### config.mk
export PLATFORM = sky130hd
export DESIGN_NAME = wb_regfile_sb_flat
export DESIGN_NICKNAME = d
export VERILOG_FILES = /design/src/rtl/mips_pkg.sv /design/src/rtl/wb_regfile_sb_if.sv /design/src/rtl/wb_regfile_sb_load_scoreboard.sv /design/src/rtl/wb_regfile_sb.sv /design/src/flat_wrapper.sv
export SDC_FILE = /design/constraint.sdc
export NUM_CORES = 2
export LEC_CHECK = 0
export ABC_AREA = 1
export CAP_MARGIN = 15
export CORE_MARGIN = 4
export CORE_UTILIZATION = 30
export CTS_BUF_LIST = sky130_fd_sc_hd__clkbuf_2 sky130_fd_sc_hd__clkbuf_4 sky130_fd_sc_hd__clkbuf_8
export DETAILED_ROUTE_END_ITERATION = 10
export GPL_TIMING_DRIVEN = 0
export PLACE_DENSITY = 0.57
export SLEW_MARGIN = 20
export SYNTH_ARGS = -nofsm -noshare
export SYNTH_HDL_FRONTEND = slang
export SYNTH_SLANG_ARGS = --single-unit
### constraint.sdc
create_clock -name clk -period 46 [get_ports clk]
set_clock_uncertainty 0.05 [all_clocks]
set_input_delay 6.9 -clock clk [delete_from_list [all_inputs] [get_ports clk]]
set_output_delay 6.9 -clock clk [all_outputs]
set_load 0.02 [all_outputs]
### src/rtl/mips_pkg.sv
// rtl/mips_pkg.sv - shared widths, control-bit positions and types for the write-back slice
package mips_pkg;
    localparam int XLEN = 32;
    localparam int AW   = 5;
    localparam int NREG = 32;

    localparam int CS_REGWRITE = 2;
    localparam int CS_MEMTOREG = 1;
    localparam int CS_MEMWRITE = 0;

    typedef logic [AW-1:0]   reg_idx_t;
    typedef logic [XLEN-1:0] word_t;
endpackage

### src/rtl/wb_regfile_sb_if.sv
// rtl/wb_regfile_sb_if.sv - MEM/WB, decode read/hazard and forwarding signals of the write-back stage
interface wb_regfile_sb_if;
    import mips_pkg::*;

    word_t    Mem_Read_Data_WB;
    word_t    Reg_File_Data_WB;
    reg_idx_t wb_rd;
    logic [2:0] control_signals;
    reg_idx_t rs_addr;
    reg_idx_t rt_addr;
    word_t    rs_data;
    word_t    rt_data;
    logic     rs_busy;
    logic     rt_busy;
    logic     ld_issue;
    reg_idx_t ld_issue_rd;
    logic     flush;
    logic     wb_fwd_valid;
    reg_idx_t wb_fwd_rd;
    word_t    wb_fwd_data;

    modport master (
        output Mem_Read_Data_WB, Reg_File_Data_WB, wb_rd, control_signals,
        output rs_addr, rt_addr, ld_issue, ld_issue_rd, flush,
        input  rs_data, rt_data, rs_busy, rt_busy,
        input  wb_fwd_valid, wb_fwd_rd, wb_fwd_data
    );

    modport slave (
        input  Mem_Read_Data_WB, Reg_File_Data_WB, wb_rd, control_signals,
        input  rs_addr, rt_addr, ld_issue, ld_issue_rd, flush,
        output rs_data, rt_data, rs_busy, rt_busy,
        output wb_fwd_valid, wb_fwd_rd, wb_fwd_data
    );
endinterface

### src/rtl/wb_regfile_sb_load_scoreboard.sv
// rtl/wb_regfile_sb_load_scoreboard.sv - per-register outstanding-load bits and load-use busy flags
module load_scoreboard
    import mips_pkg::*;
(
    input  logic     clk,
    input  logic     rst,
    input  logic     ld_issue,
    input  reg_idx_t ld_issue_rd,
    input  logic     clr_en,
    input  reg_idx_t clr_rd,
    input  logic     flush,
    input  reg_idx_t rs_addr,
    input  reg_idx_t rt_addr,
    output logic     rs_busy,
    output logic     rt_busy
);
    logic [NREG-1:0] sb_q;
    logic [NREG-1:0] sb_d;

    // Order matters: set after clear so a newer load to the same index stays pending,
    // and flush last so it overrides both.
    always_comb begin
        sb_d = sb_q;
        if (clr_en) begin
            sb_d[clr_rd] = 1'b0;
        end
        if (ld_issue && (ld_issue_rd != '0)) begin
            sb_d[ld_issue_rd] = 1'b1;
        end
        if (flush) begin
            sb_d = '0;
        end
        sb_d[0] = 1'b0;
    end

    always_ff @(posedge clk or posedge rst) begin
        if (rst) begin
            sb_q <= '0;
        end else begin
            sb_q <= sb_d;
        end
    end

    // The load returning this cycle is already satisfiable via forwarding.
    assign rs_busy = sb_q[rs_addr] && !(clr_en && (clr_rd == rs_addr));
    assign rt_busy = sb_q[rt_addr] && !(clr_en && (clr_rd == rt_addr));
endmodule

### src/rtl/wb_regfile_sb.sv
// rtl/wb_regfile_sb.sv - write-back mux, 32x32 register file and load scoreboard; WB_BYPASS_EN enables read write-through
module wb_regfile_sb
    import mips_pkg::*;
(
    input  logic                  clk,
    input  logic                  rst,
    wb_regfile_sb_if.slave        bus
);
    word_t regs_q [NREG];
    word_t regs_d [NREG];
    word_t wb_data;
    logic  we;
    logic  memtoreg;
    logic  memwrite_unused;

    assign memtoreg        = bus.control_signals[CS_MEMTOREG];
    assign memwrite_unused = bus.control_signals[CS_MEMWRITE];
    assign wb_data         = memtoreg ? bus.Mem_Read_Data_WB : bus.Reg_File_Data_WB;
    assign we              = bus.control_signals[CS_REGWRITE] && (bus.wb_rd != '0);

    always_comb begin
        regs_d = regs_q;
        if (we) begin
            regs_d[bus.wb_rd] = wb_data;
        end
        regs_d[0] = '0;
    end

    always_ff @(posedge clk or posedge rst) begin
        if (rst) begin
            for (int i = 0; i < NREG; i++) begin
                regs_q[i] <= '0;
            end
        end else begin
            regs_q <= regs_d;
        end
    end

    // we already excludes index 0, so the bypass can never expose a value on r0.
    always_comb begin
        bus.rs_data = regs_q[bus.rs_addr];
        bus.rt_data = regs_q[bus.rt_addr];
`ifdef WB_BYPASS_EN
        if (we && (bus.rs_addr == bus.wb_rd)) begin
            bus.rs_data = wb_data;
        end
        if (we && (bus.rt_addr == bus.wb_rd)) begin
            bus.rt_data = wb_data;
        end
`endif
    end

    assign bus.wb_fwd_valid = we;
    assign bus.wb_fwd_rd    = bus.wb_rd;
    assign bus.wb_fwd_data  = wb_data;

    load_scoreboard u_sb (
        .clk         (clk),
        .rst         (rst),
        .ld_issue    (bus.ld_issue),
        .ld_issue_rd (bus.ld_issue_rd),
        .clr_en      (we && memtoreg),
        .clr_rd      (bus.wb_rd),
        .flush       (bus.flush),
        .rs_addr     (bus.rs_addr),
        .rt_addr     (bus.rt_addr),
        .rs_busy     (bus.rs_busy),
        .rt_busy     (bus.rt_busy)
    );
endmodule

### src/flat_wrapper.sv
// flat-port wrapper written by rule: the top's interface ports become plain ports
module wb_regfile_sb_flat import mips_pkg::*;
  (clk, rst, bus_Mem_Read_Data_WB, bus_Reg_File_Data_WB, bus_wb_rd, bus_control_signals, bus_rs_addr, bus_rt_addr, bus_ld_issue, bus_ld_issue_rd, bus_flush, bus_rs_data, bus_rt_data, bus_rs_busy, bus_rt_busy, bus_wb_fwd_valid, bus_wb_fwd_rd, bus_wb_fwd_data);
  wb_regfile_sb_if bus_i ();
  input  logic clk;
  input  logic rst;
  input wire logic [$bits(bus_i.Mem_Read_Data_WB)-1:0] bus_Mem_Read_Data_WB;
  input wire logic [$bits(bus_i.Reg_File_Data_WB)-1:0] bus_Reg_File_Data_WB;
  input wire logic [$bits(bus_i.wb_rd)-1:0] bus_wb_rd;
  input wire logic [$bits(bus_i.control_signals)-1:0] bus_control_signals;
  input wire logic [$bits(bus_i.rs_addr)-1:0] bus_rs_addr;
  input wire logic [$bits(bus_i.rt_addr)-1:0] bus_rt_addr;
  input wire logic [$bits(bus_i.ld_issue)-1:0] bus_ld_issue;
  input wire logic [$bits(bus_i.ld_issue_rd)-1:0] bus_ld_issue_rd;
  input wire logic [$bits(bus_i.flush)-1:0] bus_flush;
  output wire logic [$bits(bus_i.rs_data)-1:0] bus_rs_data;
  output wire logic [$bits(bus_i.rt_data)-1:0] bus_rt_data;
  output wire logic [$bits(bus_i.rs_busy)-1:0] bus_rs_busy;
  output wire logic [$bits(bus_i.rt_busy)-1:0] bus_rt_busy;
  output wire logic [$bits(bus_i.wb_fwd_valid)-1:0] bus_wb_fwd_valid;
  output wire logic [$bits(bus_i.wb_fwd_rd)-1:0] bus_wb_fwd_rd;
  output wire logic [$bits(bus_i.wb_fwd_data)-1:0] bus_wb_fwd_data;
  assign bus_i.Mem_Read_Data_WB = bus_Mem_Read_Data_WB;
  assign bus_i.Reg_File_Data_WB = bus_Reg_File_Data_WB;
  assign bus_i.wb_rd = bus_wb_rd;
  assign bus_i.control_signals = bus_control_signals;
  assign bus_i.rs_addr = bus_rs_addr;
  assign bus_i.rt_addr = bus_rt_addr;
  assign bus_i.ld_issue = bus_ld_issue;
  assign bus_i.ld_issue_rd = bus_ld_issue_rd;
  assign bus_i.flush = bus_flush;
  assign bus_rs_data = bus_i.rs_data;
  assign bus_rt_data = bus_i.rt_data;
  assign bus_rs_busy = bus_i.rs_busy;
  assign bus_rt_busy = bus_i.rt_busy;
  assign bus_wb_fwd_valid = bus_i.wb_fwd_valid;
  assign bus_wb_fwd_rd = bus_i.wb_fwd_rd;
  assign bus_wb_fwd_data = bus_i.wb_fwd_data;
  wb_regfile_sb u_core (.clk(clk), .rst(rst), .bus(bus_i));
endmodule
==> impl_metrics.toml <==
[run_status]
outcome = "finished, final reports clean"

[cells_and_area]
syn2layout_area_growth_pct = 16.3
final_nets = 8465
final_common_cell = "nand2_1"
layout_common_cells = "2399 x nand2_1, 1079 x nand3_1, 1023 x dfrtp_1, 832 x o21ai_0, 533 x inv_1"
utilization_pct = 35.1
drive_above_1_share_pct = 10.3
stdcell_count = 11100

[yosys]
synth_ff_type = "dfrtp_1"
avgSynthCellArea_sq_um = 7.28
ys_types = 36
synth_area_sq_um = 58100
async_flop_share_pct = 100
yosysSeqAreaShare_pct = 44.0
netlist_instances = 7984
synth-edff-count = 0
synth-seq-cells = 1023
ys_warn_count = 0
syn-num-nets = 8075

[worst_hold_path]
holdCritPathClass = "register to register"

[setup_path]
critPathTopFamily = "buffers and inverters"
cpPeakStageDelay_ns = 0.74
setup.worst_path.start = "bus_rs_addr[2]"
required_ns = 39.05
cp_slowest_cell = "buf_2"
worstPathArrival_ns = 11.47
crit_buf_inv = 5
critPathKind = "input pin to primary output"
cp_max_fo = 10
worstSetupEndpoint = "bus_rs_data[15]"
crit_path_cell_trace = "clkdlybuf4s50_1 > buf_2 > buf_2 > buf_1 > nand4_1 > nand3_1 > nand3_1 > nand2_1 > clkdlybuf4s50_1"
reg2reg_from = "u_core.regs_q[812]"
timing.rr.end = "u_core.regs_q[812]"
endpoint_kind = "primary output"
critPathLaunchType = "input pin"
r2r_slack_ns = 45.11
worstRegToRegCells = 2
worstSetupPathDepth = 9

[routing]
detail_route.first_pass.iterations = 7
routed_wirelength_um = 387000
routed-via-count = 66600
vias_per_cell = 6.02
drc_errors = 0
wl_per_cell_um = 35.0
drt_iter0_drc = 10700
ant_nets = 0

[timing]
worstMarginPinSlew_ns = 1.36
clock.fmax_mhz = 54.3
hold_viol_final = 0
setup_viol = 0
slew_viol_final = 0
min_period_ns = 18.42
min_period_over_period_pct = 40.1
rsz0062_at_grt = "false"
max-slew-margin-rel_pct = 9.66

[clocking]
holdBufCountCts = 0
cts_resized = 0
post_cts_buffers = 0
htree_levels = 4
clockBufferDepth = 3
path_clk_slew_ns = 0.05
cts_sinks = 1023
clock_latency_ns = 1.01
numCtsBuffers = 195
cts_tree = "built"
cts-root-buf = "clkbuf_8"

[placed_design]
gp_congestion = 1.04
port-buffer-count = 180
place_hpwl_um = 290000
placed_cells = 10700

[die]
num_io_pins = 195
die_y_um = 448
coreArea_sq_um = 193000
initial_core_util_pct = 30.2
die_area_sq_um = 201000
std_cell_rows = 161
die_w_um = 448

[pwr]
total_power_mw = 2.96
leakage_nw = 30.7
powerDensity_nw_per_um2 = 43.8
peakVddDrop_uv = 33.7

[job]
maxCapViolations = 0

[global_route]
overflow = 0
grt_max_degree = 103
first_global_vias = 61900
grt_pass1_wl_um = 518000
antenna_found_initial = 41
gr-usage-all-layers_pct = 37.4
[cell families (layout without fill, tap and decap cells)]
group / after synthesis / count (layout) / share of synthesized area [%]
DFF: 1023 / 1023 / 44.0
xor gates and xnor gates: 8 / 8 / 0.121
AOI/OAI and AO/OA: 1820 / 1820 / 17.8
buffers and inverters: 1324 / 1857 / 9.93
and+or+nand+nor: 3809 / 3809 / 28.1
other: 0 / 24 / 0
[report_power, final]
| group | switching, mW | total, mW | internal [mW] |
|---|---|---|---|
| sequential | 0.139 | 1.22 | 1.09 |
| clock | 0.453 | 0.987 | 0.535 |
| combinational | 0.529 | 0.750 | 0.220 |
[registers in the layout, summed over array words and instances, names as in the netlist]
signal,cells
u_core.regs_q,992
u_core.u_sb.sb_q,31
[per-layer routing]
| layer | wire (um) | share of wire (%) | global-route usage, % |
|---|---|---|---|
| met4 | 34000 | 8.8 | 27.5 |
| met3 | 46300 | 12 | 12.3 |
| met1 | 145000 | 38 | 45.9 |
| met2 | 161000 | 42 | 54.5 |
| met5 | 201 | 0.052 | 0.361 |
[worst min-delay path, cell delays in order (launching register included)]
cell and delay [ns]:
dfrtp_1 0.34, nand2_1 0.05, o21ai_0 0.06
[cells in the mapped netlist (19+ instances only)]
| cell | n | area [sq um] |
|---|---|---|
| nand2_1 | 2399 | 9000 |
| nand3_1 | 1079 | 5400 |
| dfrtp_1 | 1023 | 25600 |
| o21ai_0 | 832 | 4160 |
| inv_1 | 534 | 2000 |
| o211ai_1 | 426 | 3200 |
| clkbuf_1 | 301 | 1130 |
| o21ai_1 | 291 | 1460 |
| buf_2 | 279 | 1400 |
| a21oi_1 | 226 | 1130 |
| nand4_1 | 167 | 1040 |
| nor2_1 | 101 | 379 |
| buf_1 | 79 | 297 |
| buf_4 | 47 | 353 |
| o21ai_2 | 41 | 359 |
| clkbuf_2 | 32 | 160 |
| buf_6 | 30 | 338 |
| or2_2 | 22 | 138 |
| inv_2 | 19 | 71.3 |
[through the flow]
stage | area [sq um] | setup TNS (ns) | hold slack, ns | setup slack (ns)
after global placement | 63100 | -4283.64 | 0.416 | -4.44
after floorplan | 58100 | 0 | 0.403 | 10.26
after global routing | 67600 | 0 | 0.446 | 27.73
final | 67600 | 0 | 0.435 | 27.58
after CTS | 67500 | 0 | 0.436 | 27.62
after detailed placement | 63400 | 0 | 0.422 | 27.62
[area by class of cell]
type	count	area, sq um
Clock inverter	32	224
Clock buffer	308	3860
Timing Repair Buffer	193	2140
Tap cell	2526	3160
Multi-Input combinational cell	5637	26700
Inverter	555	2090
Antenna cell	24	60.1
Fill cell	20900	125000
Buffer	769	3720
Sequential cell	1023	25600
[worst min path at each step]
stage / to / cells after the start / startpoint / slack [ns]
floorplan: u_core.regs_q[12] / 2 / u_core.regs_q[12] / 0.40
global placement: u_core.regs_q[836] / 2 / u_core.regs_q[836] / 0.42
detailed placement: u_core.regs_q[934] / 2 / u_core.regs_q[934] / 0.42
CTS: u_core.regs_q[934] / 2 / u_core.regs_q[934] / 0.44
global route: u_core.regs_q[635] / 2 / u_core.regs_q[635] / 0.45
finish: u_core.regs_q[579] / 2 / u_core.regs_q[579] / 0.44
Note: power is estimated with default switching activity, not from simulation.
